===== config.mk =====
export PLATFORM = sky130hd
export DESIGN_NAME = uart_tx_fifo
export DESIGN_NICKNAME = d
export VERILOG_FILES = /design/src/rtl/uart_tx_fifo.sv
export SDC_FILE = /design/constraint.sdc
export NUM_CORES = 1
export LEC_CHECK = 0
export BUFFER_PORTS_ARGS = -buffer_cell sky130_fd_sc_hd__buf_2
export CORE_MARGIN = 5
export CORE_UTILIZATION = 55
export DETAILED_ROUTE_END_ITERATION = 7
export PLACE_DENSITY_LB_ADDON = 0.05
export SYNTH_ARGS = -nofsm -noshare
export SYNTH_HDL_FRONTEND = slang
export SYNTH_SLANG_ARGS = --single-unit

===== constraint.sdc =====
create_clock -name i_clk -period 2.9 [get_ports i_clk]
set_input_delay 0.145 -clock i_clk [delete_from_list [all_inputs] [get_ports i_clk]]
set_output_delay 0.145 -clock i_clk [all_outputs]
set_load 0.02 [all_outputs]

===== src/rtl/uart_tx_fifo.sv =====
// UART transmitter with a small input FIFO and a valid/ready handshake.
// The frame format (data bits, parity, stop bits) and the bit period are
// parameters. Queued bytes leave back-to-back with no idle gap between frames.
module uart_tx_fifo #(
  parameter int DATA_BITS    = 8,
  parameter int PARITY_MODE  = 0,   // 0 = none, 1 = odd, 2 = even
  parameter int STOP_BITS    = 1,
  parameter int CLKS_PER_BIT = 868,
  parameter int FIFO_DEPTH   = 4
) (
  input  logic                                 i_clk,
  input  logic                                 i_rst_n,
  input  logic [DATA_BITS-1:0]                 in_data,
  input  logic                                 in_valid,
  output logic                                 in_ready,
  output logic                                 tx,
  output logic                                 tx_busy,
  output logic [$clog2(FIFO_DEPTH+1)-1:0]      fifo_level
);

  localparam int CNT_W = $clog2(CLKS_PER_BIT);
  localparam int PTR_W = $clog2(FIFO_DEPTH);
  localparam int LVL_W = $clog2(FIFO_DEPTH+1);

  if (DATA_BITS < 5 || DATA_BITS > 9 ||
      PARITY_MODE < 0 || PARITY_MODE > 2 ||
      STOP_BITS < 1 || STOP_BITS > 2 ||
      CLKS_PER_BIT < 2 ||
      FIFO_DEPTH < 2 || (FIFO_DEPTH & (FIFO_DEPTH - 1)) != 0) begin : g_bad_params
    $error("uart_tx_fifo: illegal parameter value");
  end

  typedef enum logic [2:0] {
    S_IDLE, S_START, S_DATA, S_PARITY, S_STOP
  } state_e;

  // FIFO storage and bookkeeping
  logic [DATA_BITS-1:0] mem_q [FIFO_DEPTH];
  logic [PTR_W-1:0]     wr_ptr_q, rd_ptr_q;
  logic [LVL_W-1:0]     level_q, level_d;
  logic                 push, pop;

  // Transmitter state
  state_e               state_q;
  logic [CNT_W-1:0]     cnt_q;
  logic [3:0]           bit_idx_q;
  logic [DATA_BITS-1:0] shift_q;
  logic                 parity_q;
  logic                 tx_q;
  logic                 busy_q;

  logic                 bit_done;
  logic                 stop_last;
  logic [DATA_BITS-1:0] head_data;
  logic                 head_parity;

  assign in_ready   = (level_q != LVL_W'(FIFO_DEPTH));
  assign fifo_level = level_q;
  assign tx         = tx_q;
  assign tx_busy    = busy_q;

  assign push        = in_valid && in_ready;
  assign bit_done    = (cnt_q == CNT_W'(CLKS_PER_BIT - 1));
  assign stop_last   = (bit_idx_q == 4'(STOP_BITS - 1));
  assign head_data   = mem_q[rd_ptr_q];
  assign head_parity = (PARITY_MODE == 1) ? ~(^head_data) : (^head_data);

  // The head is consumed when idle, or on the very last stop-bit cycle so the
  // next start bit follows without a gap.
  assign pop = (level_q != '0) &&
               ((state_q == S_IDLE) || (state_q == S_STOP && bit_done && stop_last));

  // Next FIFO level: a simultaneous push and pop cancel out.
  // NOTE: every signal assigned in always_comb gets a default first, so no path leaves it unassigned and no latch is inferred.
  always_comb begin
    level_d = level_q;
    if (push && !pop)      level_d = level_q + 1'b1;
    else if (pop && !push) level_d = level_q - 1'b1;
  end

  // Write accepted bytes into the circular buffer.
  // NOTE: the storage array has no reset; the pointers and level define which entries are valid, so clearing the data would only cost flops.
  always_ff @(posedge i_clk) begin
    if (push) mem_q[wr_ptr_q] <= in_data;
  end

  // Pointers wrap naturally because the depth is a power of two.
  // NOTE: sequential state uses non-blocking assignments so every flop samples pre-edge values, independent of statement order.
  always_ff @(posedge i_clk or negedge i_rst_n) begin
    if (!i_rst_n) begin
      wr_ptr_q <= '0;
      rd_ptr_q <= '0;
      level_q  <= '0;
    end else begin
      if (push) wr_ptr_q <= wr_ptr_q + 1'b1;
      if (pop)  rd_ptr_q <= rd_ptr_q + 1'b1;
      level_q <= level_d;
    end
  end

  // Frame FSM; tx and tx_busy are registered from the state being served, so the line lags the pop by exactly one cycle.
  always_ff @(posedge i_clk or negedge i_rst_n) begin
    if (!i_rst_n) begin
      state_q   <= S_IDLE;
      cnt_q     <= '0;
      bit_idx_q <= '0;
      shift_q   <= '0;
      parity_q  <= 1'b0;
      tx_q      <= 1'b1;
      busy_q    <= 1'b0;
    end else begin
      busy_q <= (state_q != S_IDLE);
      case (state_q)
        S_START:  tx_q <= 1'b0;
        S_DATA:   tx_q <= shift_q[0];
        S_PARITY: tx_q <= parity_q;
        default:  tx_q <= 1'b1;
      endcase

      case (state_q)
        S_IDLE: begin
          if (pop) begin
            shift_q   <= head_data;
            parity_q  <= head_parity;
            cnt_q     <= '0;
            bit_idx_q <= '0;
            state_q   <= S_START;
          end
        end
        S_START: begin
          if (bit_done) begin
            cnt_q   <= '0;
            state_q <= S_DATA;
          end else begin
            cnt_q <= cnt_q + 1'b1;
          end
        end
        S_DATA: begin
          if (bit_done) begin
            cnt_q   <= '0;
            shift_q <= shift_q >> 1;
            if (bit_idx_q == 4'(DATA_BITS - 1)) begin
              bit_idx_q <= '0;
              state_q   <= (PARITY_MODE != 0) ? S_PARITY : S_STOP;
            end else begin
              bit_idx_q <= bit_idx_q + 1'b1;
            end
          end else begin
            cnt_q <= cnt_q + 1'b1;
          end
        end
        S_PARITY: begin
          if (bit_done) begin
            cnt_q   <= '0;
            state_q <= S_STOP;
          end else begin
            cnt_q <= cnt_q + 1'b1;
          end
        end
        S_STOP: begin
          if (bit_done) begin
            cnt_q <= '0;
            if (stop_last) begin
              bit_idx_q <= '0;
              if (pop) begin
                shift_q  <= head_data;
                parity_q <= head_parity;
                state_q  <= S_START;
              end else begin
                state_q <= S_IDLE;
              end
            end else begin
              bit_idx_q <= bit_idx_q + 1'b1;
            end
          end else begin
            cnt_q <= cnt_q + 1'b1;
          end
        end
        default: state_q <= S_IDLE;
      endcase
    end
  end

endmodule


# ---- After elaboration in Yosys (flattened, before gate mapping)
# Memories as Yosys holds them, arrays and structs flattened.
# Index checks and enable logic that the tools add are counted.
dict set report totals {
  regBits 35
  mem_bits_rw 32
  n_memories 1
}
# name words width rd rd_clocked_by_memory_dff write_ports line
set mem_list {}
lappend mem_list {mem_q 4 8 1 0 1 38} ;# logic [DATA_BITS-1:0] mem_q [FIFO_DEPTH];
dict set report op_classes {
  addsub 6
  n_eq_ne 14
  mux 32
  reduce_logical 24
}
# cell n
set ops {}
lappend ops {{$mux W8} 4}
lappend ops {{$mux W3} 9}
lappend ops {{$pmux W8 S3} 1}
lappend ops {{$mux W10} 2}
lappend ops {{$mux W4} 5}
lappend ops {{$pmux W10 S2} 1}
lappend ops {{$pmux W3 S5} 1}
lappend ops {{$ne A2 B2 Y1 const B} 7}
lappend ops {{$pmux W4 S3} 1}
lappend ops {{$add A10 B1 Y10 const B} 1}
lappend ops {{$eq A10 B10 Y1 const B} 1}
lappend ops {{$reduce_bool A3 Y1} 3}
lappend ops {{$reduce_and A4 Y1} 2}
lappend ops {{$reduce_xor A8 Y1} 1}
lappend ops {{$reduce_and A7 Y1} 1}
lappend ops {{$eq A3 B2 Y1 const B} 2}
lappend ops {{$logic_and A1 B1 Y1} 6}
lappend ops {{$mux W1} 6}
lappend ops {{$reduce_bool A2 Y1} 3}
lappend ops {{$add A2 B1 Y2 const B} 2}
lappend ops {{$add A4 B1 Y4 const B} 1}
lappend ops {{$eq A4 B3 Y1 const B} 1}
lappend ops {{$logic_not A4 Y1} 1}
lappend ops {{$reduce_or A4 Y1} 1}
lappend ops {{12 further kinds} 13}

# ---- Depth between registers and ports, before layout
# Gate-level depths: netlist of the first run.
dict set report logic_depth {
  word_depth 9
  depth_mapped 12
}

# ---- Least setup slack after synthesis of the first run
# OpenSTA, ideal clock, no wires.
dict set report synth_timing {
  path_kind {register -> register}
  startpoint {register bit_idx_q[0]}
  endpoint {register level_q[1], in the netlist fifo_level[1]}
  setup_time_ns 0.125
  t_arrival_ns 2.388
  t_required_ns 2.775
  setup_slack_ns 0.387
  path_stages_with_launch 11
  path_buffers 0
  path_cell_list {dfrtp_1 -> inv_1 -> ha_1 -> or3b_4 -> o41ai_2 -> and2_2 -> inv_2 -> ha_1 -> inv_1 -> fa_1 -> mux2_2}
}
dict set report synth_between {
  elab_chain_len 7
  word_cells_on_any_way 9
  classes_between {mux (1); reduce/logical (8)}
}
# element line
set synth_lines {}
lappend synth_lines {{start: declaration} 46} ;# logic [3:0] bit_idx_q;
lappend synth_lines {{start signal: assignment} 146} ;# bit_idx_q <= bit_idx_q + 1'b1;
lappend synth_lines {{start signal: assignment} 173} ;# bit_idx_q <= bit_idx_q + 1'b1;
lappend synth_lines {{$logic_not A4 Y1} 64} ;# assign stop_last = (bit_idx_q == 4'(STOP_BITS - 1));
lappend synth_lines {{$logic_and A1 B1 Y1} 71} ;# ((state_q == S_IDLE) || (state_q == S_STOP && bit_done && stop_last));
lappend synth_lines {{$logic_or A1 B1 Y1} 71}
lappend synth_lines {{$logic_and A1 B1 Y1} 70} ;# assign pop = (level_q != '0) &&
lappend synth_lines {{$logic_not A1 Y1} 77} ;# if (push && !pop) level_d = level_q + 1'b1;
lappend synth_lines {{$logic_and A1 B1 Y1} 77}
lappend synth_lines {{$mux W3} 77}
lappend synth_lines {{via level_d[1]} 40} ;# logic [LVL_W-1:0] level_q, level_d;
lappend synth_lines {{end signal: assignment} 97} ;# level_q <= level_d;
lappend synth_lines {{end: declaration} 40}
# The timed path passes the listed nets, and every way through them passes these cells.
# A chain may end at the register's enable or synchronous reset.

# ---- Worst setup path in the final report of the first run
# Ends and elaborated chain as after synthesis.

==> impl_results.md, run 1 <==
- Status: completed
- TritonCTS clock tree: done
- Total gr overflow: 0
- Synth area leader: edfxtp_1
- WL final: ~5700 um
- Initial antenna violation count: 0
- Final worst-path cycle share: between 90 and 100%
- Drt pass-1 iters: 5
- H-Tree Depth: 3
- Finished Layout Cells: 339
- Async SR Flop Fraction: between 50% and 60%
- Cells after Synth: between 200 and 250
- Pin count of the biggest net entering global routing: 36
- Mux share of post-synthesis cell area: under 10%
- Post-synth top area share: 30.8%
- Chip height: 85.3 um
- Final setup vio count: 0
- Post_cts resized: 0
- Adder-Cell Fraction of Synth Area: a little under 4%
- DIE WIDTH: between 80 and 90 um
- Final Hold Viols: 0
- Setup WS post-layout: 281 ps
- Initial DRC Count: 108
- Routed Antenna Nets: 0
- Post-synth cell types: 50
- Worst Skew: between 6 and 7 ps
- Top post-synthesis cells by area: edfxtp_1, dfrtp_1, mux4_2, xnor2_1, ha_1
- Diodes inserted: 0
- Worst setup EP type: flop
- Largest family of logic cells by synthesized area: compound AO/OA/AOI/OAI gates
- Final GP Congestion: roughly 0.83
- Yosys warnings: 0
- Post-CTS Hold Fix Bufs: 2
- Setup CP Type: reg2reg
- CTS clock-pin slew for the worst setup and hold paths: 70 ps
- CP arrival: 2840 ps
- Post-synthesis xor/xnor area fraction: around 6.2%
- Share of post-route cells with drive strength above 1: about a fifth
- Layout filler cell count: around 420
- Area growth from synthesis to layout: 13.2%
- Tmin final: 2620 ps
- WL/cell: 16.8 um
- Setup bufs post-CTS: 0
- Worst-Skew Late Latency: about 340 ps
- Post-Syn Area: between 0.003 and 0.004 mm2
- Max Freq: about 380 MHz
- Port Buf Inserts: 16
- # placed instances: between 300 and 400
- Post-Synth Simple-Gate Area: between 10% and 20%
- Num rows: 27
- P_leak: around 0.0013 uW
- Post-route total power: around 2500 uW
- Vias per cell: ~5.7
- Via count of the first global-routing pass: just over 2,000
- CTS Buffer Depth: 2
- Complex-gate fraction of the synthesized area: a little under an eighth
- MaxCap Viol Count: 0
- Initial Utilization: 56.6%
- Largest fanout on the critical path: 4
- Ys flop type: dfrtp_1
- Setup TNS: 0 ps
- Nets: approximately 280
- Core area: 0.00551 mm2
- Most frequent cells in the layout: dfrtp_1, edfxtp_1, buf_2, nor2_1, xnor2_1
- Slew margin rel.: roughly 47%
- Dpl ws: 287 ps
- P per Cell Area: ~690 mW/mm2
- Slew Limit Fails: 0
- Die Footprint: 0.00728 mm2
- Worst Hold Class: in2reg
- Total track usage: a little under a fifth
- DR vias: about 1,900
- Worst-Margin Slew: 798 ps
- Number of synthesized flops with an enable pin: 32
- Detail Placement HPWL: about 3900 um
- Unrepaired setup endpoints after global routing: no
- Mapped Avg Cell Area: ~13 um2
- Most common cell after layout, fill and taps aside: dfrtp_1
- Area after DPL: 0.00328 mm2
- Crit start category: flop
- Seq/Total Area, Yosys: 58.9%
- Number of I/O pins: 17
- Post-layout instance area: 0.00353 mm2
- CTS buffer count: 9
- Critical Path RT: roughly 3100 ps
- Peak VDD IR: 0.557 mV
- Root Buffer: clkbuf_8
- First-pass GRT wire length: between 10,000 and 15,000 um
- DRC: 0
- Yosys reg bits: 67
- CTS Sinks: 67
- Synth Net Count: 256
==> power by group <==
part           total, uW  internal, uW  switching (uW)
Combinational        411           170             241
Clock                839           486             354
Sequential          1200          1130            68.1
Total               2450          1790             663
==> cell type report <==
class	instances	area, um2	area share [%]
timing repair buffer	24	148	4.18
clock inverter	6	90.1	2.55
multi-input combinational	149	1200	33.9
sequential	67	1840	52.1
clock buffer	10	128	3.61
tap	72	90.1	2.55
inverter	11	41.3	1.17
==> final timing paths <==
path	to	from	slack (ps)	cells past startpoint
max in group asynchronous	fifo_level[1]	i_rst_n	1960	2
max reg2reg	fifo_level[1]	bit_idx_q[0]	280	10
min in group asynchronous	bit_idx_q[2]	i_rst_n	440	2
min	mem_q[3][3]	in_data[3]	20	1
min reg2reg	shift_q[4]	shift_q[4]	500	1
max	fifo_level[1]	bit_idx_q[0]	280	10
==> synthesized netlist by cell type (all sizes together) (2+ instances only) <==
library cell	number
o2bb2ai	7
inv	11
o31ai	3
xor2	8
nand4	3
ha	8
nand3	3
o41ai	2
or2	4
a21oi	7
and2	2
nor3	7
nand3b	3
nand2	8
and3	4
clkbuf	5
nor2	15
buf	4
or3	2
o21a	2
mux4	8
or3b	2
a22oi	9
edfxtp	32
dfrtp	34
a22o	2
o21ai	10
xnor2	14
mux2	3
==> worst max-delay path, stage by stage (launching register included) <==
cell	delay (ps)
dfrtp_1	410
inv_1	80
ha_1	130
or3b_4	380
o41ai_2	330
and2_2	200
inv_2	50
ha_1	200
inv_1	70
fa_1	390
mux2_2	260
==> cell families (layout without fill, tap and decap cells) <==
logic type                 after synthesis  count (layout)
DFF                                     67              67
and+or+nand+nor                         58              58
AOI/OAI and AO/OA                       49              49
xor gates and xnor gates                22              22
buffers and inverters                   20              51
muxes                                   11              11
adders and majority gates                9               9
==> registers in the layout, summed over array words and instances, names as in the netlist <==
register and flops:
parity_q 1, state_q 3, fifo_level 3, cnt_q 10, tx_busy 1, rd_ptr_q 2, mem_q 32, bit_idx_q 4
shift_q 8, wr_ptr_q 2, tx 1
==> layer usage <==
layer	vias to the layer above	track usage (%)	routed length, um
li1	928	-	-
met1	963	26.2	2830
met2	42	25.4	2580
met3	6	4.85	237
met4	0	9.06	51
met5	-	0	0
==> metrics by stage <==
stage | hold WS [ps] | utilization, %
after global routing | 2.56 | 64.1
after CTS | 1.87 | 63.9
final | 22.0 | 64.1
after detailed placement | 278 | 59.6
after global placement | 268 | 59.6
after floorplan | -151 | -
Power figures use the tool's default switching activity.
==> inputs of run 2 (changes only) <==
- CTS_CLUSTER_SIZE: unset -> 25
- clock period: 2.9 -> 3.2 ns (I/O delays scaled with it)
==> impl_results.md, run 2 (synthesis gave the netlist of run 1 again) <==
- Status: completed
- Post-layout instance area: 0.00349 mm2 (-1.0%)
- Total track usage: 16.1% (-2.1 points)
- MaxCap Viol Count: 0 (unchanged)
- Routed Antenna Nets: 0 (unchanged)
- WL/cell: 16.0 um (-4.6%)
- Root Buffer: clkbuf_8
- Final setup vio count: 0 (unchanged)
- Setup TNS: 0 ps (unchanged)
- Cell chain of the critical path: inv_1 -> ha_1 -> or3b_4 -> o41ai_2 -> and2_2 -> inv_2 -> ha_1 -> inv_1 -> fa_1 -> mux2_2
- Slew margin rel.: 48.5% (+1.7 points)
- Pin count of the biggest net entering global routing: 36 (unchanged)
- Top reg by flops: mem_q
- Final Hold Viols: 0 (unchanged)
- Layout Utilization: 63.5% (-0.66 points)
- WL final: 5350 um (-6.0%)
- TritonCTS clock tree: done
- Area growth from synthesis to layout: 12.1%
- Slowest-stage cell, CP: dfrtp_1
- CTS buffer count: 9 (unchanged)
- DRC: 0 (unchanged)
- Drt pass-1 iters: 4 (-1)
- CTS Buffer Depth: 2 (unchanged)
- CTS clock-pin slew for the worst setup and hold paths: 80 ps (about the same)
- Nets: 277 (-1.8%)
- Final GP Congestion: 0.801 (-3.7%)
- Most common cell after layout, fill and taps aside: dfrtp_1
- Detail Placement HPWL: 3650 um (-6.2%)
- Final worst-path cycle share: 87.2% (-3.1 points)
- Clk pwr share: 34.9% (+0.7 points)
- H-Tree Depth: 3 (unchanged)
- Max incr delay on CP: 410 ps (about the same)
- DR vias: 1,880 (-3.0%)
- Most frequent cells in the layout: dfrtp_1, edfxtp_1, buf_2, nor2_1, xnor2_1
- Total gr overflow: 0 (unchanged)
- Slew Limit Fails: 0 (unchanged)
- Unrepaired setup endpoints after global routing: no
- Die Footprint: 0.00728 mm2 (unchanged)
- Max Freq: 358 MHz (-6.2%)
- Hold WS: 26.7 ps (+4.75 ps)
- Worst Hold Class: in2reg
- Diodes inserted: 0 (unchanged)
- Port Buf Inserts: 16 (unchanged)
- First-pass GRT wire length: 9070 um (-11%)
- Initial antenna violation count: 0 (unchanged)
- Layout filler cell count: 420 (+0.48%)
- Crit start category: flop
- Chip height: 85.3 um (unchanged)
- Number of I/O pins: 17 (unchanged)
- Setup WS post-layout: 409 ps (+127 ps)
- Worst Skew: 7.15 ps (+0.435 ps)
- Net Sw Frac: 27.5% (+0.46 points)
- Initial DRC Count: 90 (-17%)
- Switch Pwr: 616 uW (-7.1%)
- Registers with the most flip-flops: mem_q: 32 flops, cnt_q: 10 flops, shift_q: 8 flops
- HP Start: in_data[7]
- Dpl ws: 413 ps (+126 ps)
- Post_cts resized: 0 (unchanged)
- Largest register FFs: 32 (unchanged)
- Tmin final: 2790 ps (+173 ps)
- DIE WIDTH: 85.3 um (unchanged)
- Worst-Skew Late Latency: 340 ps (about the same)
- Via count of the first global-routing pass: 1,915 (-5.4%)
- Peak VDD IR: 0.501 mV (-10%)
- Vias per cell: 5.63 (-1.6%)
- Seq pwr share: 48.5% (-0.5 points)
- R2r startpoint: bit_idx_q[0]
- Critical Path RT: 3430 ps (+310 ps)
- Largest fanout on the critical path: 12 (+8)
- Area after DPL: 0.00326 mm2 (-0.69%)
- Num rows: 27 (unchanged)
- Logic pwr share: 16.6% (-0.2 points)
- Crit path from: bit_idx_q[0]
- Core area: 0.00551 mm2 (unchanged)
- P_leak: 0.00132 uW (-2.1%)
- P per Cell Area: 641 mW/mm2 (-7.7%)
- Internal power: 1620 uW (-9.3%)
- Initial Utilization: 56.6% (unchanged)
- CP arrival: 3020 ps (+180 ps)
- Share of post-route cells with drive strength above 1: 21.0% (-0.36 points)
- Worst setup EP type: flop
- Worst-Margin Slew: 772 ps (-25.1 ps)
- Setup CP Type: reg2reg
- CTS Sinks: 67 (unchanged)
==> run 2: changes by cell type in the layout (fill, tap and decap cells not counted), sizes merged <==
| cell | previous run | this run |
|---|---|---|
| buf | 21 | 18 |
| clkinv | 3 | 0 |
| clkinvlp | 1 | 3 |
| dlygate4sd3 | 3 | 1 |
| inv | 11 | 13 |
| clkbuf | 10 | 9 |
==> run 2: final timing paths <==
path | to | slack, ps | cells past startpoint
max | fifo_level[1] | 410 | 10
max reg2reg | fifo_level[1] | 410 | 10
min | mem_q[2][7] | 30 | 1
min in group asynchronous | bit_idx_q[3] | 430 | 2
max in group asynchronous | fifo_level[2] | 2280 | 2
min reg2reg | shift_q[4] | 490 | 1
==> run 2: cell type report <==
| type | instances | area, um2 | area share, % |
|---|---|---|---|
| Timing Repair Buffer | 19 | 105 | 3.01 |
| Inverter | 11 | 41.3 | 1.18 |
| Clock buffer | 9 | 124 | 3.54 |
| Tap cell | 72 | 90.1 | 2.58 |
| Clock inverter | 7 | 100 | 2.86 |
| Sequential cell | 67 | 1840 | 52.6 |
| Multi-Input combinational cell | 149 | 1200 | 34.2 |
==> run 2: timing repair <==
item,CTS,global route
buffers inserted,0,0
endpoints found under the hold margin,34,0
hold buffers,1,0
==> run 2: power by group through the flow <==
stage,registers [uW],logic [uW],clock network [uW]
2_1_floorplan,1110,247,0
3_5_place_dp,1110,377,0
4_1_cts,1090,380,800
6_report,1090,372,781
5_1_grt,1100,417,841
3_3_place_gp,1100,374,0
==> run 2: through the flow <==
step / total power [uW] / cells
3_3_place_gp: 1480 / 317
6_report: 2240 / 334
5_1_grt: 2360 / 334
2_1_floorplan: 1360 / 236
3_5_place_dp: 1480 / 317
4_1_cts: 2270 / 334
==> run 2: worst max-delay path: cells and delay by family, from the launching register on <==
family	cells	cell delay, ps
buf+inv	3	250
fa+ha+maj	3	740
mux	1	260
flops	1	410
simple gates	2	700
compound gates	1	330
==> run 2: layer usage <==
| layer | vias up | track usage [%] | wire length [um] |
|---|---|---|---|
| met2 | 26 | 23.4 | 2390 |
| met5 | - | 0 | 0 |
| met4 | 0 | 6.47 | 65 |
| met1 | 933 | 22.6 | 2710 |
| met3 | 6 | 4.76 | 185 |
| li1 | 915 | - | - |
